File: src/rtl/mem_stage_pkg.sv
// Shared encodings for the memory stage and the memory controller,
// plus the single-entry slot record.
package mem_stage_pkg;

  localparam logic [1:0] SZ_BYTE = 2'b00;
  localparam logic [1:0] SZ_HALF = 2'b01;
  localparam logic [1:0] SZ_WORD = 2'b10;

  typedef struct packed {
    logic [31:0] op;
    logic [31:0] wdata;
    logic        ld;
    logic        st;
    logic [1:0]  size;
    logic        sign;
    logic        rd_vld;
    logic [3:0]  rd_code;
  } slot_t;

endpackage

File: src/rtl/mem_stage_st_lane_rep.sv
// Replicates narrow store data across all byte lanes so the controller can
// pick any lane by address; reserved size 11 behaves as a word.
module mem_stage_st_lane_rep
  import mem_stage_pkg::*;
(
  input  logic [1:0]  size_i,
  input  logic [31:0] wdata_i,
  output logic [31:0] wdata_o
);

  always_comb begin
    case (size_i)
      SZ_BYTE: wdata_o = {4{wdata_i[7:0]}};
      SZ_HALF: wdata_o = {2{wdata_i[15:0]}};
      default: wdata_o = wdata_i;
    endcase
  end

endmodule

File: src/rtl/mem_stage.sv
// Memory-access stage: one-instruction slot issuing loads/stores over req/ack,
// stalling execute until the access is accepted and feeding registered write-back.
module mem_stage
  import mem_stage_pkg::*;
(
  input  logic        i_clk,
  input  logic        i_rst_n,
  input  logic        i_mem_vld,
  output logic        o_mem_rdy,
  input  logic [31:0] i_mem_op,
  input  logic [31:0] i_mem_wdata,
  input  logic        i_mem_ld,
  input  logic        i_mem_st,
  input  logic [1:0]  i_mem_size,
  input  logic        i_mem_sign,
  input  logic        i_mem_rd_vld,
  input  logic [3:0]  i_mem_rd_code,
  output logic        o_memctrl_req,
  output logic        o_memctrl_we,
  output logic [31:0] o_memctrl_addr,
  output logic [31:0] o_memctrl_wdata,
  output logic [1:0]  o_memctrl_size,
  output logic        o_memctrl_sign,
  input  logic        i_memctrl_ack,
  input  logic        i_memctrl_abort,
  output logic [31:0] o_wb_op,
  output logic        o_wb_rd_src,
  output logic        o_wb_rd_vld,
  output logic [3:0]  o_wb_rd_code,
  output logic        o_dabort
);

  slot_t       slot_q, slot_d;
  logic        slot_vld_q;
  logic [31:0] wb_op_q;
  logic        wb_rd_src_q;
  logic        wb_rd_vld_q;
  logic [3:0]  wb_rd_code_q;
  logic        dabort_q;

  logic slot_mem;
  logic slot_done;
  logic abort_hit;

  // DONE: non-memory op, or memory op acked this cycle; ack without a request is ignored.
  assign slot_mem  = slot_vld_q & (slot_q.ld | slot_q.st);
  assign slot_done = slot_vld_q & (~slot_mem | i_memctrl_ack);
  assign abort_hit = slot_mem & i_memctrl_ack & i_memctrl_abort;
  assign o_mem_rdy = ~slot_vld_q | slot_done;

  always_comb begin
    slot_d         = slot_q;
    slot_d.op      = i_mem_op;
    slot_d.wdata   = i_mem_wdata;
    slot_d.ld      = i_mem_ld;
    slot_d.st      = i_mem_st;
    slot_d.size    = i_mem_size;
    slot_d.sign    = i_mem_sign;
    slot_d.rd_vld  = i_mem_rd_vld;
    slot_d.rd_code = i_mem_rd_code;
  end

  always_ff @(posedge i_clk) begin
    if (!i_rst_n) begin
      slot_q       <= '0;
      slot_vld_q   <= 1'b0;
      wb_op_q      <= '0;
      wb_rd_src_q  <= 1'b0;
      wb_rd_vld_q  <= 1'b0;
      wb_rd_code_q <= '0;
      dabort_q     <= 1'b0;
    end else begin
      if (slot_done) begin
        wb_op_q      <= slot_q.op;
        wb_rd_src_q  <= slot_q.ld;
        wb_rd_code_q <= slot_q.rd_code;
        wb_rd_vld_q  <= slot_q.rd_vld & ~abort_hit;
      end else begin
        wb_rd_vld_q  <= 1'b0;
      end
      dabort_q <= slot_done & abort_hit;
      if (o_mem_rdy) begin
        slot_vld_q <= i_mem_vld;
        if (i_mem_vld) slot_q <= slot_d;
      end
    end
  end

  assign o_memctrl_req  = slot_mem;
  assign o_memctrl_we   = slot_q.st;
  assign o_memctrl_addr = slot_q.op;
  assign o_memctrl_size = slot_q.size;
  assign o_memctrl_sign = slot_q.sign;

  mem_stage_st_lane_rep u_lane_rep (
    .size_i  (slot_q.size),
    .wdata_i (slot_q.wdata),
    .wdata_o (o_memctrl_wdata)
  );

  assign o_wb_op      = wb_op_q;
  assign o_wb_rd_src  = wb_rd_src_q;
  assign o_wb_rd_vld  = wb_rd_vld_q;
  assign o_wb_rd_code = wb_rd_code_q;
  assign o_dabort     = dabort_q;

endmodule

File: config.mk
export PLATFORM = sky130hd
export DESIGN_NAME = mem_stage
export DESIGN_NICKNAME = d
export VERILOG_FILES = /design/src/rtl/mem_stage_pkg.sv /design/src/rtl/mem_stage_st_lane_rep.sv /design/src/rtl/mem_stage.sv
export SDC_FILE = /design/constraint.sdc
export NUM_CORES = 1
export LEC_CHECK = 0
export ABC_AREA = 1
export CAP_MARGIN = 20
export CORE_MARGIN = 5
export CORE_UTILIZATION = 36
export CTS_BUF_LIST = sky130_fd_sc_hd__clkbuf_2
export DETAILED_ROUTE_END_ITERATION = 6
export GPL_TIMING_DRIVEN = 0
export PLACE_DENSITY = 0.66
export SYNTH_ARGS = -nofsm -noshare
export SYNTH_HDL_FRONTEND = slang
export SYNTH_HIERARCHICAL = 1
export SYNTH_SLANG_ARGS = --single-unit
export TNS_END_PERCENT = 100
File: constraint.sdc
create_clock -name i_clk -period 1.5 [get_ports i_clk]
set_clock_uncertainty 0.2 [all_clocks]
set_input_delay 0.15 -clock i_clk [delete_from_list [all_inputs] [get_ports i_clk]]
set_output_delay 0.15 -clock i_clk [all_outputs]
set_load 0.02 [all_outputs]
==> results.sh <==
export IMPL_syn_to_final_growth_pct=89.03
export IMPL_start_util_pct=36.83
export IMPL_vdd_ir_drop_worst_uv=520.5
export IMPL_slew_viol_final=0
export IMPL_fin_crit_sh_pct=139.0
export IMPL_nets=1269
export IMPL_crit_buf_inv=3
export IMPL_ys_warn_count=6
export IMPL_min_path_type="reg -> reg"
export IMPL_grt_pass1_wl_mm=30.88
export IMPL_synth_common_cells="198 x nand2_1, 152 x nor2_1, 117 x inv_1"
export IMPL_clockRootBuffer="clkbuf_2"
export IMPL_clk_path_buf_depth=2
export IMPL_grt_overflow_total=0
export IMPL_antenna_found_initial=0
export IMPL_synthTopCellsByArea="dfxtp_1 41%, nand2_1 13%, nor2_1 10%, nand3_1 8.0%, inv_1 7.8%"
export IMPL_finalWirelength_mm=21.46
export IMPL_die_y_um=134.7
export IMPL_slew_headroom_pct=49.93
export IMPL_post_dp_cell_area_um2=7687
export IMPL_setup_viol=205
export IMPL_cts_buffers=17
export IMPL_wire_per_inst_um=15.43
export IMPL_drt_pass1_iterations=5
export IMPL_fin_crit_ns=2.085
export IMPL_cpLargestDelayFamily="buffers and inverters"
export IMPL_post_layout_nonfiller_instances=1391
export IMPL_hold_ws_ns=0.2655
export IMPL_viasPerCell=4.727
export IMPL_insertion_delay_ns=0.69
export IMPL_synth_seq_cells=114
export IMPL_path_clk_slew_ns=0.17
export IMPL_dieArea_um2=18150
export IMPL_worstPathMaxFanout=8
export IMPL_drt_iter0_drc=464
export IMPL_required_ns=1.15
export IMPL_yosysMostFrequentCell="nand2_1"
export IMPL_grt_use_total_pct=21.35
export IMPL_crit_type="reg -> out"
export IMPL_design_area_um2=10580
export IMPL_cpPeakStageDelay_ns=0.37
export IMPL_synth_seq_area_share_pct=40.76
export IMPL_diodes=0
export IMPL_dp_cells=1234
export IMPL_drcViolationCount=0
export IMPL_gp_congestion=0.8309
export IMPL_tritoncts="built"
export IMPL_clock_sinks=114
export IMPL_vias=6575
export IMPL_grt_max_degree=17
export IMPL_drv_cap=0
export IMPL_syn_area_um2=5599
export IMPL_core_area_um2=15200
export IMPL_layout_drive_gt1_share_pct=44.47
export IMPL_cp_cell_sequence="buf_8 -> nor2_4 -> buf_6 -> nand2_2 -> nand2_2 -> buf_6"
export IMPL_worst_pin_slew_ns=0.7511
export IMPL_layout_setup_ws_ns=-0.5851
export IMPL_place_hpwl_mm=12.76
export IMPL_rsz0062_at_grt="yes"
export IMPL_cp_end_kind="output pin"
export IMPL_final_antenna_net_count=0
export IMPL_synth_cell_type_count=16
export IMPL_hold_viol_final=0
export IMPL_cts_htree_levels=4
export IMPL_violations="setup timing"
export IMPL_synth_edf_count=0
export IMPL_port_buffers=185
export IMPL_status="finished, violations left"
export IMPL_postSynthAreaPerCell_um2=6.503
export IMPL_syn_nets=940
export IMPL_synth_async_reset_ratio_pct=0
export IMPL_start_kind="flip-flop"
export IMPL_synth_top_area_share_pct=40.76
export IMPL_utilization_pct=69.62
export IMPL_ys_dominant_reg_cell="dfxtp_1"
export IMPL_p_leak_nw=5.273
export IMPL_yosys_area_top_type="dfxtp_1"
export IMPL_die_w_um=134.7
export IMPL_synth_cells=861
export IMPL_power_density_nw_per_um2=751.7
export IMPL_fmax_mhz=479.6
export IMPL_grt_pass1_vias=6132
export IMPL_design_portCount=188
export IMPL_arrival_ns=1.74
export IMPL_power_w=0.007956
export IMPL_placementRows=45
export IMPL_slowest_stage="dfxtp_2"
worst paths after layout:
check	end	cells past startpoint	slack [ns]	startpoint
max	o_memctrl_wdata[15]	6	-0.59	o_memctrl_size[1]
min	o_wb_rd_vld	2	0.27	slot_q[4]
min reg2reg	o_wb_rd_vld	2	0.27	slot_q[4]
max reg2reg	slot_q[18]	13	-0.47	slot_q[9]
worst register-to-register path, delay by kind of cell, from the launching register on:
family	cells	cell delay (ns)
simple gates	5	0.41
buf+inv	8	0.88
flops	1	0.38
layer usage:
layer / wire length (um) / track usage, % / up-vias
li1: - / - / 3237
met1: 9124 / 26.91 / 3060
met2: 10360 / 34.38 / 229
met3: 1351 / 5.999 / 49
met4: 625 / 8.880 / 0
met5: 0 / 0 / -
registers in the layout, summed over array words and instances (netlist names):
name / flops
o_dabort: 1
o_memctrl_addr: 32
o_memctrl_sign: 1
o_memctrl_size: 2
o_memctrl_we: 1
o_wb_op: 32
o_wb_rd_code: 4
o_wb_rd_src: 1
o_wb_rd_vld: 1
slot_q: 38
slot_vld_q: 1
layout make-up:
type	instances	area [um2]
timing repair buffer	340	3666
multi-input combinational	528	2970
buffer	71	694.4
inverter	118	445.4
clock buffer	24	120.1
clock inverter	8	38.79
tap	188	235.2
sequential	114	2414
fill	1188	4618
metrics by stage:
step                      setup WS, ns  TNS [ns]
after global placement         -0.8506    -45.32
after global routing           -0.6750    -58.74
after floorplan                0.06116         0
after detailed placement       -0.8681    -47.48
final                          -0.5851    -45.28
after CTS                      -0.5994    -30.08
power by group:
part | internal [W] | total (W) | switching [W]
registers | 0.00329 | 0.00350 | 0.000212
logic | 0.00149 | 0.00284 | 0.00134
clock network | 0.000450 | 0.00162 | 0.00117
cells in the final DEF, fill, tap and decap left out, types with 50 or more instances in the layout:
cell type	instances
a21oi_1	50
buf_4	54
buf_6	131
clkdlybuf4s50_1	76
dfxtp_2	75
dlygate4sd3_1	78
inv_1	115
nand2_1	145
nand3_2	55
nor2_1	124
cells by family (layout without fill, tap and decap cells):
| family | count (synthesis) | count (layout) | synth area share (%) |
|---|---|---|---|
| buffers and inverters | 219 | 561 | 19.49 |
| flip-flops | 114 | 114 | 40.76 |
| AO/OA/AOI/OAI | 84 | 84 | 7.508 |
| AND/OR/NAND/NOR | 444 | 444 | 32.25 |
timing repair:
| item | 4_1_cts | 5_1_grt |
|---|---|---|
| buffers inserted | 42 | 25 |
| setup endpoints to repair | 215 | 220 |
| cloned | 5 | 12 |
| hold buffers | 78 | 0 |
| gates resized for setup | 865 | 205 |
| pin swaps | 16 | 66 |
| hold endpoints to repair | 114 | 0 |
Power figures use the tool's default switching activity.
